===== src/rtl/uart_pkg.sv =====
// Shared UART definitions: FSM state encoding, default bit timing, data-frame constants.
// Latency: n/a (types and constants only).
// Backpressure: n/a.
// Contents: uart_state_t, CLKS_PER_BIT_DEFAULT, DATA_BITS, BIT_IDX_W, LAST_DATA_BIT.
package uart_pkg;

  typedef enum logic [2:0] {
    ST_IDLE   = 3'd0,
    ST_START  = 3'd1,
    ST_DATA   = 3'd2,
    ST_PARITY = 3'd3,
    ST_STOP   = 3'd4
  } uart_state_t;

  // 50 MHz core clock, 115200 baud.
  localparam int CLKS_PER_BIT_DEFAULT = 434;

  localparam int DATA_BITS = 8;
  localparam int BIT_IDX_W = 3;
  localparam logic [BIT_IDX_W-1:0] LAST_DATA_BIT = 3'(DATA_BITS - 1);

endpackage


===== src/rtl/uart_tx_buffer_if.sv =====
// Write path from the memory stage into the UART transmit buffer.
// Latency: n/a (wires only).
// Backpressure: full tells the master to hold off; a push while full is lost.
// Signals: wrreq (push strobe), data_in (byte), full / empty (FIFO level flags).
interface uart_tx_buffer_if;
  import uart_pkg::*;

  logic                 wrreq;
  logic [DATA_BITS-1:0] data_in;
  logic                 full;
  logic                 empty;

  modport master (output wrreq, output data_in, input full, input empty);
  modport slave  (input wrreq, input data_in, output full, output empty);

endinterface


===== src/rtl/uart_tx_buffer_byte_fifo.sv =====
// Byte FIFO of 2**DEPTH_LOG2 entries with wrap-around pointers and a registered head read.
// Latency: rd_dat holds the popped byte from the edge after pop is sampled.
// Backpressure: push is ignored while full (even with a simultaneous pop); pop ignored while empty.
// Ports: clk, rst_n (sync, active-low), push/push_dat, pop, rd_dat, full, empty.
module byte_fifo
  import uart_pkg::*;
#(
  parameter int DEPTH_LOG2 = 4
) (
  input  logic                 clk,
  input  logic                 rst_n,
  input  logic                 push,
  input  logic [DATA_BITS-1:0] push_dat,
  input  logic                 pop,
  output logic [DATA_BITS-1:0] rd_dat,
  output logic                 full,
  output logic                 empty
);

  localparam int DEPTH = 2 ** DEPTH_LOG2;
  localparam logic [DEPTH_LOG2:0]   CNT_FULL = (DEPTH_LOG2 + 1)'(DEPTH);
  localparam logic [DEPTH_LOG2:0]   CNT_ONE  = (DEPTH_LOG2 + 1)'(1);
  localparam logic [DEPTH_LOG2-1:0] PTR_ONE  = DEPTH_LOG2'(1);

  logic [DATA_BITS-1:0]  mem [DEPTH];
  logic [DEPTH_LOG2-1:0] wr_ptr;
  logic [DEPTH_LOG2-1:0] rd_ptr;
  logic [DEPTH_LOG2:0]   count;
  logic [DEPTH_LOG2:0]   count_d;
  logic                  push_ok;
  logic                  pop_ok;

  // Gating on the registered flags keeps a full-FIFO push dropped even when a pop frees a slot.
  assign push_ok = push && !full;
  assign pop_ok  = pop && !empty;

  always_comb begin
    count_d = count;
    if (push_ok && !pop_ok) begin
      count_d = count + CNT_ONE;
    end else if (!push_ok && pop_ok) begin
      count_d = count - CNT_ONE;
    end
  end

  always_ff @(posedge clk) begin
    if (!rst_n) begin
      wr_ptr <= '0;
      rd_ptr <= '0;
      count  <= '0;
      full   <= 1'b0;
      empty  <= 1'b1;
      rd_dat <= '0;
    end else begin
      if (push_ok) begin
        wr_ptr <= wr_ptr + PTR_ONE;
      end
      if (pop_ok) begin
        rd_ptr <= rd_ptr + PTR_ONE;
        rd_dat <= mem[rd_ptr];
      end
      count <= count_d;
      full  <= (count_d == CNT_FULL);
      empty <= (count_d == '0);
    end
  end

  // Storage needs no reset: nothing is read before it has been written.
  always_ff @(posedge clk) begin
    if (push_ok) begin
      mem[wr_ptr] <= push_dat;
    end
  end

endmodule


===== src/rtl/uart_tx_buffer.sv =====
// UART transmit buffer: queues bytes from the memory stage and sends them as 8N1 (or 8E1) frames on txd.
// Latency: push into an empty FIFO at edge N -> pop at N+1 -> txd start bit from N+2; frames run back-to-back.
// Backpressure: full (via wr_if) is high while the FIFO holds 2**DEPTH_LOG2 bytes; pushes then are dropped.
// Ports: clk, rst_n (sync, active-low), wr_if (slave: wrreq, data_in, full, empty), busy, txd (idle high).
// Build option: define UART_TX_PARITY_EN to insert an even-parity bit between the data bits and stop.
module uart_tx_buffer
  import uart_pkg::*;
#(
  parameter int DEPTH_LOG2   = 4,
  parameter int CLKS_PER_BIT = CLKS_PER_BIT_DEFAULT
) (
  input  logic               clk,
  input  logic               rst_n,
  uart_tx_buffer_if.slave    wr_if,
  output logic               busy,
  output logic               txd
);

  localparam int CNT_W = (CLKS_PER_BIT > 1) ? $clog2(CLKS_PER_BIT) : 1;
  localparam logic [CNT_W-1:0] CNT_RELOAD = CNT_W'(CLKS_PER_BIT - 1);
  localparam logic [CNT_W-1:0] CNT_ONE    = CNT_W'(1);

  uart_state_t           state;
  uart_state_t           state_d;
  logic [CNT_W-1:0]      cnt;
  logic [CNT_W-1:0]      cnt_d;
  logic [BIT_IDX_W-1:0]  bit_idx;
  logic [BIT_IDX_W-1:0]  bit_idx_d;
  logic [DATA_BITS-1:0]  shift;
  logic [DATA_BITS-1:0]  shift_d;
  logic [DATA_BITS-1:0]  fifo_rd_dat;
  logic                  fifo_full;
  logic                  fifo_empty;
  logic                  pop;
  logic                  bit_end;
  logic                  line_d;
  logic                  busy_d;

  byte_fifo #(
    .DEPTH_LOG2 (DEPTH_LOG2)
  ) u_fifo (
    .clk      (clk),
    .rst_n    (rst_n),
    .push     (wr_if.wrreq),
    .push_dat (wr_if.data_in),
    .pop      (pop),
    .rd_dat   (fifo_rd_dat),
    .full     (fifo_full),
    .empty    (fifo_empty)
  );

  assign wr_if.full  = fifo_full;
  assign wr_if.empty = fifo_empty;

  assign bit_end = (cnt == '0);

  always_comb begin
    state_d   = state;
    bit_idx_d = bit_idx;
    shift_d   = shift;
    pop       = 1'b0;
    line_d    = 1'b1;
    busy_d    = (state != ST_IDLE);
    // Baud counter parks at the reload value in IDLE and reloads at every bit boundary.
    cnt_d     = (state == ST_IDLE || bit_end) ? CNT_RELOAD : (cnt - CNT_ONE);

    case (state)
      ST_IDLE: begin
        if (!fifo_empty) begin
          pop     = 1'b1;
          state_d = ST_START;
        end
      end
      ST_START: begin
        line_d = 1'b0;
        // The popped byte has settled in fifo_rd_dat by now; it stays put until the next pop.
        if (bit_end) begin
          state_d   = ST_DATA;
          bit_idx_d = '0;
          shift_d   = fifo_rd_dat;
        end
      end
      ST_DATA: begin
        line_d = shift[0];
        if (bit_end) begin
          shift_d = {1'b0, shift[DATA_BITS-1:1]};
          if (bit_idx == LAST_DATA_BIT) begin
`ifdef UART_TX_PARITY_EN
            state_d = ST_PARITY;
`else
            state_d = ST_STOP;
`endif
          end else begin
            bit_idx_d = bit_idx + BIT_IDX_W'(1);
          end
        end
      end
`ifdef UART_TX_PARITY_EN
      ST_PARITY: begin
        // Even parity over the byte still held in the FIFO head register.
        line_d = ^fifo_rd_dat;
        if (bit_end) begin
          state_d = ST_STOP;
        end
      end
`endif
      ST_STOP: begin
        line_d = 1'b1;
        if (bit_end) begin
          if (!fifo_empty) begin
            pop     = 1'b1;
            state_d = ST_START;
          end else begin
            state_d = ST_IDLE;
          end
        end
      end
      default: begin
        state_d = ST_IDLE;
      end
    endcase
  end

  always_ff @(posedge clk) begin
    if (!rst_n) begin
      state   <= ST_IDLE;
      cnt     <= CNT_RELOAD;
      bit_idx <= '0;
      shift   <= '0;
    end else begin
      state   <= state_d;
      cnt     <= cnt_d;
      bit_idx <= bit_idx_d;
      shift   <= shift_d;
    end
  end

  // Registered line stage: txd and busy trail the state by one cycle so they line up with
  // each other and with the pop-then-start latency seen by the memory stage.
  always_ff @(posedge clk) begin
    if (!rst_n) begin
      txd  <= 1'b1;
      busy <= 1'b0;
    end else begin
      txd  <= line_d;
      busy <= busy_d;
    end
  end

endmodule


===== src/flat_wrapper.sv =====
// flat-port wrapper written by rule: the top's interface ports become plain ports
module uart_tx_buffer_flat import uart_pkg::*;
#(
  parameter int DEPTH_LOG2   = 4,
  parameter int CLKS_PER_BIT = CLKS_PER_BIT_DEFAULT
)
  (clk, rst_n, busy, txd, wr_if_wrreq, wr_if_data_in, wr_if_full, wr_if_empty);
  uart_tx_buffer_if wr_if_i ();
  input  logic clk;
  input  logic rst_n;
  output logic busy;
  output logic txd;
  input wire logic [$bits(wr_if_i.wrreq)-1:0] wr_if_wrreq;
  input wire logic [$bits(wr_if_i.data_in)-1:0] wr_if_data_in;
  output wire logic [$bits(wr_if_i.full)-1:0] wr_if_full;
  output wire logic [$bits(wr_if_i.empty)-1:0] wr_if_empty;
  assign wr_if_i.wrreq = wr_if_wrreq;
  assign wr_if_i.data_in = wr_if_data_in;
  assign wr_if_full = wr_if_i.full;
  assign wr_if_empty = wr_if_i.empty;
  uart_tx_buffer #(.DEPTH_LOG2(DEPTH_LOG2), .CLKS_PER_BIT(CLKS_PER_BIT)) u_core (.clk(clk), .rst_n(rst_n), .wr_if(wr_if_i), .busy(busy), .txd(txd));
endmodule

===== config.mk =====
export PLATFORM = sky130hd
export DESIGN_NAME = uart_tx_buffer_flat
export DESIGN_NICKNAME = d
export VERILOG_FILES = /design/src/rtl/uart_pkg.sv /design/src/rtl/uart_tx_buffer_if.sv /design/src/rtl/uart_tx_buffer_byte_fifo.sv /design/src/rtl/uart_tx_buffer.sv /design/src/flat_wrapper.sv
export SDC_FILE = /design/constraint.sdc
export NUM_CORES = 1
export LEC_CHECK = 0
export ABC_AREA = 1
export ABC_CLOCK_PERIOD_IN_PS = 3100
export BUFFER_PORTS_ARGS = -buffer_cell sky130_fd_sc_hd__clkbuf_2
export CAP_MARGIN = 40
export CORE_MARGIN = 1.5
export CORE_UTILIZATION = 51
export CTS_BUF_LIST = sky130_fd_sc_hd__clkbuf_16
export DETAILED_ROUTE_END_ITERATION = 6
export PLACE_DENSITY = 0.79
export SYNTH_ARGS = -nofsm -noshare
export SYNTH_HDL_FRONTEND = slang
export SYNTH_SLANG_ARGS = --single-unit

===== constraint.sdc =====
create_clock -name clk -period 3.1 [get_ports clk]
set_input_delay 0.465 -clock clk [delete_from_list [all_inputs] [get_ports clk]]
set_output_delay 0.465 -clock clk [all_outputs]
set_load 0.05 [all_outputs]

# Word level (Yosys, flattened, before mapping)
# Memories as Yosys holds them, arrays and structs flattened. A register that Yosys moved wholly into a read port is not among the register bits.
# Cells that the tools add are included.
dict set report classes {
  add_sub_neg 6
  n_mul 0
  reduce_logical 19
  n_lt_le_gt_ge 0
  mux 22
  shifts 0
  bitwise 1
  div 0
  n_eq_ne 11
}
# operator count
set op_table {}
lappend op_table {{$mux W3} 8}
lappend op_table {{$mux W8} 2}
lappend op_table {{$pmux W8 S2} 1}
lappend op_table {{$pmux W3 S4} 1}
lappend op_table {{$mux W5} 2}
lappend op_table {{$logic_not A9 Y1} 1}
lappend op_table {{$sub A9 B1 Y9 const B} 1}
lappend op_table {{$add A4 B1 Y4 const B} 2}
lappend op_table {{$ne A2 B1 Y1 const B} 4}
lappend op_table {{$eq A3 B3 Y1 const B} 2}
lappend op_table {{$pmux W3 S2} 1}
lappend op_table {{$add A5 B1 Y5 const B} 1}
lappend op_table {{$eq A5 B5 Y1 const B} 1}
lappend op_table {{$logic_not A1 Y1} 5}
lappend op_table {{$logic_not A5 Y1} 1}
lappend op_table {{$mux W1} 5}
lappend op_table {{$reduce_and A5 Y1} 1}
lappend op_table {{$sub A5 B1 Y5 const B} 1}
lappend op_table {{$logic_and A1 B1 Y1} 4}
lappend op_table {{$ne A2 B2 Y1 const B} 2}
lappend op_table {{$pmux W1 S2} 2}
lappend op_table {{$reduce_and A4 Y1} 1}
lappend op_table {{$add A3 B1 Y3 const B} 1}
lappend op_table {{$eq A3 B1 Y1 const B} 1}
lappend op_table {{8 further kinds} 8}
dict set report word_totals {
  latchBits 0
  in_bits 11
  romBits 0
  n_memories 1
  output_inout_bits 4
  word_cells 71
  ramBits 128
  reg_bits 40
}
# memory words word_bits rd rd_clocked_by_memory_dff wr line
set mem_list {}
lappend mem_list {u_core.u_fifo.mem 16 8 1 1 1 uart_tx_buffer_byte_fifo.sv:25} ;# logic [DATA_BITS-1:0] mem [DEPTH];

# Depth between registers and ports, before layout
dict set report depth {
  depth_word 8
  ltp_mapped 14
}

# By module
# Synthesis repeated with hierarchy kept, for this count alone.
dict set report unflattened {
  hier_cells 748
  hier_area_um2 7503.4
}
# module area_each_um2 seq_area_each_um2 cells_per_inst instances
set by_module_without_submodules {}
lappend by_module_without_submodules {byte_fifo 6318.6 4304.1 593 1}
lappend by_module_without_submodules {uart_tx_buffer 1184.9 500.5 155 1}

# Worst setup path before layout
# Ideal clock, no wire load.
dict set report synth_path {
  path_type {register to register}
  from {register u_core.u_fifo.full}
  to {memory u_core.u_fifo.mem[3][0], enable pin}
  setup_ps 370
  path_stages_with_launch 6
  path_slack_ps 1205
  period_less_slack_ps 1895
  arrival_time_ps 1525
  cell_sequence {dfxtp_1 nor2_4 inv_2 nor2_1 nand2_1 nor2_1}
}
dict set report synth_via {
  elab_chain_cells 4
}
# element line
set synth_rtl {}
lappend synth_rtl {{start: declaration} uart_tx_buffer_byte_fifo.sv:16} ;# output logic full,
lappend synth_rtl {{start signal: assignment} uart_tx_buffer_byte_fifo.sv:63} ;# full <= (count_d == CNT_FULL);
lappend synth_rtl {{$logic_not A1 Y1} uart_tx_buffer_byte_fifo.sv:34} ;# assign push_ok = push && !full;
lappend synth_rtl {{$logic_and A1 B1 Y1} uart_tx_buffer_byte_fifo.sv:34}
lappend synth_rtl {{$mux W1} uart_tx_buffer_byte_fifo.sv:70} ;# if (push_ok) begin
lappend synth_rtl {{$mux W1 (not written as such)} uart_tx_buffer_byte_fifo.sv:71} ;# mem[wr_ptr] <= push_dat;
lappend synth_rtl {{end: declaration} uart_tx_buffer_byte_fifo.sv:25}
# No other way between the ends.

==> qor_table.md <==
| Quantity | Reported | Unit |
|---|---|---|
| Floorplan row count | 43 | - |
| Fin crit share | 71.4 | % |
| Cell type with the highest aggregate area in the netlist | edfxtp_1 | - |
| 1st-iter DRT viols | 691 | - |
| Worst-case headroom to the max-slew limit | 41.5 | % |
| Post-Place Cells | 840 | - |
| Number of routed nets with antenna violations | 0 | - |
| Vertical die dimension | 123 | µm |
| Top_reg_cell synth | edfxtp_1 | - |
| Clock network latency to the later pin of the worst-skew pair | 0.44 | ns |
| Fin crit period | 2.21 | ns |
| Kind of cell adding the most delay to the critical path | flip-flops | - |
| Data required time at the worst endpoint | 3.49 | ns |
| Mean routed wirelength per cell | 19.4 | µm |
| TritonCTS clock tree | built | - |
| Max-slew violation count | 0 | - |
| Total leakage power | 2.90 | nW |
| Kind of end point of the critical path | flip-flop | - |
| Die Footprint | 15100 | µm² |
| GRT Util Overall | 23.8 | % |
| Share of cells above drive strength 1 | 11.4 | % |
| Number of top-level pins | 15 | - |
| Final Instance Area | 8120 | µm² |
| Grt ovf | 0 | - |
| # fillers | 1097 | - |
| Largest clock skew in the final design | 0.00790 | ns |
| Top post-synthesis cells by count | edfxtp_1, nor2_1, o21ai_0 | - |
| Cell types occupying the most area after synthesis | edfxtp_1, dfxtp_1, nor2_1, o21ai_0, o221ai_1 | - |
| Kind of path behind the tightest hold check | flip-flop to flip-flop | - |
| Cell-by-cell trace of the critical path | clkinv_1 -> o221ai_1 -> nand3_1 -> nand3_1 -> nand2_1 -> inv_1 | - |
| Post-synth net total | 697 | - |
| Number of buffers on the longest clock path | 2 | - |
| Core outline area | 14000 | µm² |
| Number of buffers added on ports | 14 | - |
| Growth of design area from synthesis to finish | 10.6 | % |
| Starting utilization of the core area | 52.5 | % |
| Cell repeated most along the worst path | nand3_1 | - |
| Number of antenna violations at the first check in global routing | 0 | - |
| RSZ-0062 raised after global routing | false | - |
| Total standard cell area after synthesis | 7340 | µm² |
| Final-report setup violation count | 0 | - |
| Pin count of the biggest net entering global routing | 66 | - |
| Share of Yosys cell area claimed by the top area cell type | 52.3 | % |
| Largest driver fanout on the critical path | 18 | - |
| Max cap viols | 0 | - |
| Global-route wire length before repair | 26100 | µm |
| Number of cells in the finished layout apart from fillers | 871 | - |
| Root buffer cell | clkbuf_16 | - |
| Synth Register Bits | 176 | - |
| Category of the critical setup timing path | flip-flop to flip-flop | - |
| Average footprint of a synthesized cell | 10.9 | µm² |
| Number of enable flip-flop cells after synthesis | 128 | - |
| Total placed instance area | 7520 | µm² |
| Number of warnings issued by yosys | 0 | - |
| Worst-Margin Slew | 0.876 | ns |
| Top achievable clock speed | 452 | MHz |
| Delay of the slowest cell on the worst path | 0.76 | ns |
| # resized after CTS | 0 | - |
| DR pass1 iterations | 6 | - |
| Total negative setup slack | 0 | ns |
| Cells after synthesis | 675 | - |
| Total half-perimeter wirelength after legalization and detailed placement | 10700 | µm |
| Number of antenna repair diodes | 0 | - |
| Status | completed | - |
| Power per standard cell area | 881 | nW/µm² |
| Total number of vias | 5196 | - |
| CTS H-tree lvls | 4 | - |
| Data arrival time at the worst-slack endpoint | 2.60 | ns |
| Die W | 123 | µm |
| Final Hold Vio Count | 0 | - |
| Worst hold slack after final layout | 0.389 | ns |
| Count of clock tree sinks | 176 | - |
| Worst IR drop on VDD | 0.000626 | V |
| CTS Hold Buffers Added | 0 | - |
| Most frequent cell after synthesis | edfxtp_1 | - |
| Sequential share of the synthesized area | 65.4 | % |
| Final estimated routing congestion in global placement | 0.898 | - |
| Sum of buffers and inverters on the critical path | 2 | - |
| Launching element type of the critical path | flip-flop | - |
| Total number of nets in the final design | 701 | - |
| Number of CTS-inserted buffers | 17 | - |
| Count of buffers added by post-CTS timing repair for setup | 0 | - |
| Vias in the first global route | 4949 | - |
| Register clock-pin slew on the reported worst setup and hold paths | 0.06 | ns |
| Slowest CP cell | dfxtp_1 | - |
| Synth unique cells | 32 | - |
| Drt drc | 0 | - |
| Detailed Route WL | 16900 | µm |
| Fraction of registers with async set or reset after synthesis | 0 | % |
| Detail-routed via count per cell | 5.97 | - |
[through the flow]
stage                     power (mW)  utilization, %  setup slack (ns)
after global placement          4.89            53.8             0.939
after global routing            7.49            58.0             0.634
after floorplan                 4.46               -              1.21
after CTS                       7.13            58.0             0.955
after detailed placement        4.96            53.8             0.883
final                           7.16            58.0             0.886
[cell type report]
cell class / instances / area [µm²] / area share (%)
Timing Repair Buffer: 18 / 100 / 1.23
Inverter: 50 / 188 / 2.31
Sequential cell: 176 / 4810 / 59.2
Multi-Input combinational cell: 416 / 2200 / 27.1
Tap cell: 180 / 225 / 2.77
Clock buffer: 17 / 425 / 5.24
Clock inverter: 14 / 171 / 2.11
[where the power goes]
part           internal (mW)  leakage (nW)  switching [mW]
clock                   1.21         0.290           0.961
sequential              2.73          1.55           0.189
combinational          0.617          1.06            1.45
total                   4.56          2.90            2.60
[sequential cells by signal, indices dropped and copies added, names as in the netlist]
signal                cells
u_core.u_fifo.mem       128
u_core.u_fifo.empty       1
u_core.u_fifo.rd_dat      8
u_core.cnt                9
u_core.shift              8
u_core.busy               1
u_core.bit_idx            3
u_core.u_fifo.wr_ptr      4
u_core.u_fifo.rd_ptr      4
u_core.u_fifo.count       5
u_core.u_fifo.full        1
u_core.txd                1
u_core.state              3
[worst reg2reg max path: stages (launching register included)]
cell,delay (ns)
dfxtp_1,0.76
clkinv_1,0.68
o221ai_1,0.36
nand3_1,0.13
nand3_1,0.13
nand2_1,0.07
inv_1,0.05
[layer usage]
metal	routed length (µm)	global-route usage, %	vias to the layer above
met3	1370	7.20	40
met4	463	9.63	0
met2	8400	38.6	270
met1	6680	29.9	2487
li1	-	-	2399
met5	0	0	-
[cell families (layout without fill, tap and decap cells)]
| family | Yosys count | count (layout) | synth area share, % |
|---|---|---|---|
| DFF | 176 | 176 | 65.4 |
| and+or+nand+nor | 254 | 254 | 15.7 |
| buffers and inverters | 83 | 99 | 4.57 |
| adders and majority gates | 11 | 11 | 1.87 |
| xor gates and xnor gates | 5 | 5 | 0.596 |
| AOI/OAI and AO/OA | 146 | 146 | 11.8 |
[final timing paths]
check                     startpoint                       to  slack, ns  cells past startpoint
max reg2reg  u_core.u_fifo.rd_ptr[3]  u_core.u_fifo.rd_dat[2]       0.89                      6
max          u_core.u_fifo.rd_ptr[3]  u_core.u_fifo.rd_dat[2]       0.89                      6
min reg2reg            u_core.cnt[0]            u_core.cnt[0]       0.39                      1
min                    u_core.cnt[0]            u_core.cnt[0]       0.39                      1
[cell usage in the layout (no fill, tap or decap), types with 5 or more instances in the layout]
cell type,Yosys,layout
inv_1,38,38
ha_1,11,11
nand2_1,70,70
clkbuf_2,0,14
edfxtp_1,128,128
a31oi_1,7,7
dfxtp_1,48,47
clkbuf_16,0,17
inv_2,8,8
o221ai_1,32,32
nor2_1,113,113
inv_8,0,5
a21oi_1,22,22
nor2_2,5,5
nand3_1,45,45
o21ai_0,83,83
(Power assumes the default switching activity.)
